### config.mk
export PLATFORM = sky130hd
export DESIGN_NAME = hazard_ctrl
export DESIGN_NICKNAME = d
export VERILOG_FILES = /design/src/rtl/hazard_ctrl_pkg.sv /design/src/rtl/hazard_fwd_sel.sv /design/src/rtl/hazard_ctrl.sv
export SDC_FILE = /design/constraint.sdc
export NUM_CORES = 1
export LEC_CHECK = 0
export BUFFER_PORTS_ARGS = -buffer_cell sky130_fd_sc_hd__buf_4
export CAP_MARGIN = 20
export CORE_AREA = 5 5 66 68
export DETAILED_ROUTE_END_ITERATION = 8
export DIE_AREA = 0 0 71 73
export GPL_TIMING_DRIVEN = 0
export PLACE_DENSITY = 0.8
export SYNTH_ARGS = -nofsm -noshare
export SYNTH_HDL_FRONTEND = slang
export SYNTH_HIERARCHICAL = 1
export SYNTH_SLANG_ARGS = --single-unit
export TNS_END_PERCENT = 30
### constraint.sdc
create_clock -name clk -period 2.62 [get_ports clk]
set_input_delay 0.262 -clock clk [delete_from_list [all_inputs] [get_ports clk]]
set_output_delay 0.262 -clock clk [all_outputs]
set_load 0.02 [all_outputs]
### src/rtl/hazard_ctrl_pkg.sv
// hazard_ctrl_pkg: forwarding-select encodings shared by the hazard unit and the datapath muxes.
package hazard_ctrl_pkg;
  typedef enum logic [1:0] {
    FWD_RF  = 2'b00,
    FWD_WB  = 2'b01,
    FWD_MEM = 2'b10
  } fwd_e;
endpackage

### src/rtl/hazard_fwd_sel.sv
// hazard_fwd_sel: picks the EX operand source for one register; MEM beats WB, loads never forward from MEM.
module hazard_fwd_sel
  import hazard_ctrl_pkg::*;
#(
  parameter int RA_W = 5
) (
  input  logic [RA_W-1:0] src_i,
  input  logic [RA_W-1:0] wr_mem_i,
  input  logic            reg_write_mem_i,
  input  logic            mem_to_reg_mem_i,
  input  logic [RA_W-1:0] wr_wb_i,
  input  logic            reg_write_wb_i,
  output logic [1:0]      sel_o
);
  logic mem_hit, wb_hit;
  always_comb begin
    mem_hit = reg_write_mem_i & ~mem_to_reg_mem_i & (|src_i) & (src_i == wr_mem_i);
    wb_hit  = reg_write_wb_i & (|src_i) & (src_i == wr_wb_i);
    sel_o   = mem_hit ? FWD_MEM : wb_hit ? FWD_WB : FWD_RF;
  end
endmodule

### src/rtl/hazard_ctrl.sv
// hazard_ctrl: stall/flush/freeze and forwarding control for the 5-stage pipeline,
// with a mul/div busy tracker and a saturating stall-cycle counter.
module hazard_ctrl
  import hazard_ctrl_pkg::*;
#(
  parameter int RA_W       = 5,
  parameter int MULDIV_LAT = 4,
  parameter int CNT_W      = 16
) (
  input  logic             clk,
  input  logic             rst_n,
  input  logic [RA_W-1:0]  rs_ID,
  input  logic [RA_W-1:0]  rt_ID,
  input  logic             use_rs_ID,
  input  logic             use_rt_ID,
  input  logic             branch_ID,
  input  logic             hilo_rd_ID,
  input  logic             muldiv_ID,
  input  logic [RA_W-1:0]  rs_EX,
  input  logic [RA_W-1:0]  rt_EX,
  input  logic [RA_W-1:0]  writeReg_EX,
  input  logic             regWrite_EX,
  input  logic             memToReg_EX,
  input  logic             muldiv_EX,
  input  logic [RA_W-1:0]  writeReg_MEM,
  input  logic             regWrite_MEM,
  input  logic             memToReg_MEM,
  input  logic             dmem_req_MEM,
  input  logic             dmem_ready,
  input  logic [RA_W-1:0]  writeReg_WB,
  input  logic             regWrite_WB,
  input  logic             perf_clr,
  output logic             IF_ID_stall,
  output logic             ID_EX_flush,
  output logic             pipe_freeze,
  output logic [1:0]       fwdA_EX,
  output logic [1:0]       fwdB_EX,
  output logic             fwdA_ID,
  output logic             fwdB_ID,
  output logic             muldiv_busy,
  output logic [CNT_W-1:0] stall_cnt
);
  localparam int MD_W = $clog2(MULDIV_LAT + 1);
  localparam logic [MD_W-1:0] MD_LOAD = MD_W'(MULDIV_LAT);

  logic [MD_W-1:0]  md_cnt_q, md_cnt_d;
  logic [CNT_W-1:0] stall_cnt_q, stall_cnt_d;
  logic rs_ex_hit, rt_ex_hit, rs_mem_hit, rt_mem_hit, rs_mem_fwd, rt_mem_fwd;
  logic lw_stall, br_stall, md_stall, hazard;

  hazard_fwd_sel #(.RA_W(RA_W)) u_fwd_a (
    .src_i(rs_EX), .wr_mem_i(writeReg_MEM), .reg_write_mem_i(regWrite_MEM),
    .mem_to_reg_mem_i(memToReg_MEM), .wr_wb_i(writeReg_WB), .reg_write_wb_i(regWrite_WB),
    .sel_o(fwdA_EX)
  );

  hazard_fwd_sel #(.RA_W(RA_W)) u_fwd_b (
    .src_i(rt_EX), .wr_mem_i(writeReg_MEM), .reg_write_mem_i(regWrite_MEM),
    .mem_to_reg_mem_i(memToReg_MEM), .wr_wb_i(writeReg_WB), .reg_write_wb_i(regWrite_WB),
    .sel_o(fwdB_EX)
  );

  always_comb begin
    rs_ex_hit   = use_rs_ID & (|rs_ID) & (rs_ID == writeReg_EX);
    rt_ex_hit   = use_rt_ID & (|rt_ID) & (rt_ID == writeReg_EX);
    rs_mem_hit  = use_rs_ID & (|rs_ID) & (rs_ID == writeReg_MEM);
    rt_mem_hit  = use_rt_ID & (|rt_ID) & (rt_ID == writeReg_MEM);
    rs_mem_fwd  = (|rs_ID) & (rs_ID == writeReg_MEM);
    rt_mem_fwd  = (|rt_ID) & (rt_ID == writeReg_MEM);
    lw_stall    = memToReg_EX & regWrite_EX & (rs_ex_hit | rt_ex_hit);
    br_stall    = branch_ID & ((regWrite_EX & (rs_ex_hit | rt_ex_hit)) |
                               (memToReg_MEM & (rs_mem_hit | rt_mem_hit)));
    muldiv_busy = md_cnt_q != '0;
    md_stall    = (hilo_rd_ID | muldiv_ID) & muldiv_busy;
    hazard      = lw_stall | br_stall | md_stall;
    pipe_freeze = dmem_req_MEM & ~dmem_ready;
    // A memory wait holds everything, so injecting a bubble would lose the ID instruction.
    IF_ID_stall = pipe_freeze | hazard;
    ID_EX_flush = ~pipe_freeze & hazard;
    fwdA_ID     = regWrite_MEM & ~memToReg_MEM & rs_mem_fwd;
    fwdB_ID     = regWrite_MEM & ~memToReg_MEM & rt_mem_fwd;
    stall_cnt   = stall_cnt_q;
    md_cnt_d    = pipe_freeze ? md_cnt_q :
                  muldiv_EX   ? MD_LOAD :
                  muldiv_busy ? md_cnt_q - MD_W'(1) : md_cnt_q;
    stall_cnt_d = perf_clr ? '0 :
                  (IF_ID_stall & ~(&stall_cnt_q)) ? stall_cnt_q + CNT_W'(1) : stall_cnt_q;
  end

  always_ff @(posedge clk or negedge rst_n) begin
    if (!rst_n) begin
      md_cnt_q    <= '0;
      stall_cnt_q <= '0;
    end else begin
      md_cnt_q    <= md_cnt_d;
      stall_cnt_q <= stall_cnt_d;
    end
  end
endmodule

# Yosys cells after proc, flatten, opt, wreduce, memory -nomap -nowiden
# Cells that the tools add are included.
totals:
  romBits: 0
  mem_bits_rw: 0
  inputBits: 51
  out_inout_bits: 26
  elab_cells: 68
  register_bits: 19
  memories: 0
  latch_bits: 0
classes:
  n_eq_ne: 8
  div: 0
  reduce_logical: 9
  n_lt_le_gt_ge: 0
  mux: 8
  n_mul: 0
  n_addsub: 2
  bitwise_logic: 39
  shifts: 0
op_table:
  columns: ["op", "n"]
  rows:
  - ["equality test 5 bit", 8]
  - ["2-to-1 mux 16 bit", 2]
  - ["AND 1 bit", 28]
  - ["OR reduction 5 bit", 4]
  - ["adder 16 x 1 -> 16 bit (second input constant)", 1]
  - ["AND reduction 16 bit", 1]
  - ["bitwise OR 1 bit", 7]
  - ["2-to-1 mux 3 bit", 2]
  - ["2-to-1 mux 2 bit", 2]
  - ["inverter 1 bit", 4]
  - ["nonzero test 2 bit", 2]
  - ["nonzero test 3 bit", 1]
  - ["subtractor 3 x 1 -> 3 bit (second input constant)", 1]
  - ["2-to-1 mux 1 bit", 2]
  - ["AND reduction 2 bit", 1]

# Depth between registers and ports, before layout
logic_depth:
  depth_word: 13
  ltp_mapped: 11

# By module
# Netlist, hierarchy kept.
by_module_without_submodules:
  columns: ["mod", "seq_area_each_um2", "cells_per_inst", "n_inst", "area_each_um2"]
  rows:
  - ["hazard_ctrl", 475.5, 164, 1, 1405.1]
  - ["hazard_fwd_sel", 0.0, 19, 2, 155.1]

# Worst setup path before layout
# Ideal clock, no wire load.
synth_path:
  path_type: "register to register"
  from: "register stall_cnt_q[7], in the netlist stall_cnt[7]"
  to: "register stall_cnt_q[5], in the netlist stall_cnt[5]"
  stages_incl_launch_ff: 9
  arrival_ps: 1925
  required_time_ps: 2495
  setup_slack_ps: 570
  setup_ps: 125
  path_cell_list: "dfrtp_1 -> and4_1 -> and3_1 -> and2_1 -> nand4_1 -> o21ai_2 -> buf_4 -> nor3_1 -> mux2_4"
synth_via:
  elab_chain_len: 4
synth_rtl:
  columns: ["item", "line_no", "text"]
  rows:
  - ["start: declaration", "hazard_ctrl.sv:47", "logic [CNT_W-1:0] stall_cnt_q, stall_cnt_d;"]
  - ["start signal: assignment", "hazard_ctrl.sv:96", "stall_cnt_q <= stall_cnt_d;"]
  - ["AND reduction 16 bit", "hazard_ctrl.sv:87", "(IF_ID_stall & ~(&stall_cnt_q)) ? stall_cnt_q + CNT_W'(1) : stall_cnt_q;"]
  - ["inverter 1 bit", "hazard_ctrl.sv:87", null]
  - ["AND 1 bit", "hazard_ctrl.sv:87", null]
  - ["nonzero test 2 bit (no line)", null, null]
# Every way passes these cells.
# A chain may end at the register's enable or synchronous reset.

# Worst setup path after layout
layout_path:
  from: "register md_cnt_q[0]"
  to: "output port IF_ID_stall"
layout_via:
  elab_chain_len: 4
layout_rtl:
  columns: ["item", "line_no", "text"]
  rows:
  - ["start: declaration", "hazard_ctrl.sv:46", "logic [MD_W-1:0] md_cnt_q, md_cnt_d;"]
  - ["start signal: assignment", "hazard_ctrl.sv:95", "md_cnt_q <= md_cnt_d;"]
  - ["nonzero test 3 bit", "hazard_ctrl.sv:73", "muldiv_busy = md_cnt_q != '0;"]
  - ["AND 1 bit", "hazard_ctrl.sv:74", "md_stall = (hilo_rd_ID | muldiv_ID) & muldiv_busy;"]
  - ["bitwise OR 1 bit", "hazard_ctrl.sv:75", "hazard = lw_stall | br_stall | md_stall;"]
  - ["bitwise OR 1 bit", "hazard_ctrl.sv:78", "IF_ID_stall = pipe_freeze | hazard;"]
  - ["end: declaration", "hazard_ctrl.sv:33", "output logic IF_ID_stall,"]
# Every way passes these cells.

==> metrics.md <==
| Metric | Value |
|---|---|
| Synth warnings | 6 |
| Net Sw Power | 0.0003802 W |
| Sum Neg Setup Slack | 0 ps |
| First drt pass iteration count | 4 |
| Sequential-to-total area share from yosys stat | 27.72% |
| Leakage | 1.028 nW |
| # diodes | 0 |
| Worst Tran Pin Value | 488.5 ps |
| Post-synth EDFFs | 0 |
| Met1 Use GR | 20.44% |
| Asr flop ratio synth | 100.0% |
| Most common cell after layout, fill and taps aside | buf_4 |
| Number of buffers created by CTS | 3 |
| Vias per cell | 5.401 |
| Post-layout minimum cycle time | 2349 ps |
| Post-route DRC | 0 |
| Core area | 3799 sq um |
| Critical Path Fanout Max | 5 |
| Row cnt | 23 |
| # Max-Cap Violations | 0 |
| Dpl hpwl | 3801 um |
| 1st-iter DRT viols | 118 |
| Part of the cycle the worst path needs | 89.65% |
| Gr usage total | 17.78% |
| Crit. path cell count | 9 |
| P per Cell Area | 429.9 nW/um^2 |
| Routed Antenna Nets | 0 |
| Via Count | 1,793 |
| Worst Path Buf+Inv | 4 |
| Req. time, crit path | 2360 ps |
| HP Class | in -> reg |
| Post-CTS resize count | 0 |
| Grt ovf | 0 |
| Clock buffer depth | 2 |
| Global-route wire length before repair | 7493 um |
| Vias in the first global route | 1,764 |
| Combinational Power Share | 44.7% |
| RSZ-0062 raised after global routing | no |
| Slew HR | 67.44% |
| CP peak stage delay | 400 ps |
| Filler cells | 343 |
| Busiest grt layer | met2 |
| Netlist cell types | 45 |
| Hold Crit Depth | 2 |
| CTS tree | built |
| Avg Inst Size Synth | 8.492 sq um |
| VDD IR max | 0.0002520 V |
| Layout cells sized above 1 | 33.69% |
| Io pins | 77 |
| Die W | 71 um |
| Crit-path cells | inv_1 -> ha_1 -> nor2b_1 -> inv_1 -> o21ai_1 -> nand3_2 -> nor2_1 -> inv_1 -> buf_4 |
| Clock slew at reported path FFs | 70 ps |
| GR Util met2 | 31.41% |
| Area Growth Syn to Fin | 39.68% |
| Final nets | 337 |
| Overall die area | 5183 sq um |
| Max-slew violation count | 0 |
| Post-Synthesis Cells | 202 |
| WL/cell | 13.67 um |
| Synth Register Bits | 19 |
| Final WL | 4537 um |
| Most frequent cells in the layout | 78 x buf_4, 24 x xnor2_1, 19 x dfrtp_1, 18 x xor2_1, 15 x nor2_1 |
| Worst r2r path cells | 11 |
| Switching share of power | 36.90% |
| Initial antenna violation count | 0 |
| Htree depth | 1 |
| Cell area after synthesis | 1715 sq um |
| Internal Power | 0.0006500 W |
| Largest net degree at the start of global routing | 20 |
| Met3 usage | 4.545% |
| Worst Clk Skew | 2.626 ps |
| Crit-path most repeated cell | inv_1 |
| Clk network pwr share | 20.0% |
| Crit-path slowest cell | dfrtp_1 |
| Routability cong. | 0.8431 |
| Setup violators final | 0 |
| Reg power frac | 35.3% |
| Top_reg_cell synth | dfrtp_1 |
| Arrival time worst endpoint | 2090 ps |
| Max Clk Rate | 0.4258 GHz |
| Initial Util | 45.16% |
| Type of origin of the critical path | register |
| Clock root cell | clkbuf_8 |
| Delay-heaviest family, CP | simple AND/OR/NAND/NOR gates |
| Die span in y | 73 um |
| Type of the worst setup path | reg -> out |
| Reg area | 475.5 sq um |
| Multi-input logic area | 1176 sq um |
| I/O Buffers | 75 |
| Final Hold Violating Endpoints | 0 |
| CTS Sinks | 19 |
| Run status | completed |
| Hold slack | 185.7 ps |
| Clock Latency Late Sink | 260 ps |
| Syn nets | 256 |
| Type of destination of the critical path | output pin |
## worst register-to-register path, cell delays in order (launching register included)
cell     delay [ps]
dfrtp_1         400
inv_1           110
ha_1            140
nor2b_1         210
inv_1           120
o21ai_1         110
nand3_2         130
o21ai_2         180
buf_4           190
buf_6           150
mux2i_1         210
nor2_1           60
## final timing paths
check,slack [ps],from,endpoint
max,270,md_cnt_q[0]$_DFFE_PN0P_,IF_ID_stall
min,190,muldiv_EX,md_cnt_q[1]$_DFFE_PN0P_
max reg2reg,480,md_cnt_q[0]$_DFFE_PN0P_,stall_cnt[1]$_DFFE_PN0P_
min reg2reg,590,md_cnt_q[1]$_DFFE_PN0P_,md_cnt_q[1]$_DFFE_PN0P_
max in group asynchronous,2010,rst_n,stall_cnt[7]$_DFFE_PN0P_
min in group asynchronous,410,rst_n,stall_cnt[4]$_DFFE_PN0P_
## logic make-up after synthesis
logic type	share of synthesized area, %
AND/OR/NAND/NOR	30.71
XOR/XNOR	21.44
AO/OA/AOI/OAI	12.76
flip-flops	27.72
buffers and inverters	3.719
adder cells (fa/ha/maj)	2.188
multiplexers	1.459
## metal layers
layer,share of wire (%),up-vias
li1,-,891
met1,39,817
met2,49,80
met3,11,5
met4,1.2,0
met5,0,-
## final cells by class
cell class	count	area share, %
timing repair buffer	76	23.92
inverter	6	0.9399
multi-input combinational	171	49.09
buffer	6	1.723
sequential	19	19.84
tap	50	2.611
clock buffer	4	1.880
## flip-flops by register name, indices dropped and copies added (netlist names)
| name | cells |
|---|---|
| md_cnt_q | 3 |
| stall_cnt | 16 |
## through the flow
stage / setup WS [ps] / instance area (sq um) / total power (W) / util [%] / cells
finish: 271.3 / 2396 / 0.001030 / 63.08 / 332
global route: 65.55 / 2396 / 0.001100 / 63.08 / 332
CTS: 279.3 / 2396 / 0.001039 / 63.08 / 332
detailed placement: 302.4 / 2341 / 0.0008298 / 61.63 / 327
global placement: 338.9 / 2341 / 0.0008185 / 61.63 / 327
floorplan: 569.8 / 1715 / 0.0006389 / - / 202
## cell usage after synthesis, drive strengths merged (2+ instances only)
cell type | number | area share [%]
xnor2 | 24 | 12
dfrtp | 19 | 28
nor2 | 18 | 4.7
xor2 | 18 | 9.2
a21oi | 13 | 3.8
o21ai | 13 | 4.0
nand2 | 12 | 2.6
or3 | 10 | 3.6
nor3 | 8 | 2.9
nand3 | 7 | 2.3
nand4 | 7 | 2.6
inv | 6 | 1.3
buf | 5 | 2.2
or4 | 5 | 2.4
nor4 | 4 | 2.2
and4 | 3 | 1.5
ha | 3 | 2.2
nand4b | 3 | 1.5
nor2b | 3 | 1.1
and3 | 2 | 0.73
nand2b | 2 | 0.73
nand3b | 2 | 0.88
o22ai | 2 | 0.73
o31ai | 2 | 0.88
## power by group through the flow
stage	Combinational (W)	Clock, W	Sequential, W
3_5_place_dp	0.000464	0	0.000366
5_1_grt	0.000514	0.000219	0.000367
2_1_floorplan	0.000263	0	0.000376
3_3_place_gp	0.000452	0	0.000366
4_1_cts	0.000466	0.000211	0.000362
6_report	0.000461	0.000206	0.000363
## timing repair
action,CTS,global route
setup buffers,0,0
endpoints found under the hold margin,19,0
setup endpoints to repair,0,0
hold buffers,1,0
No activity file was read; power rests on OpenSTA's default activity.
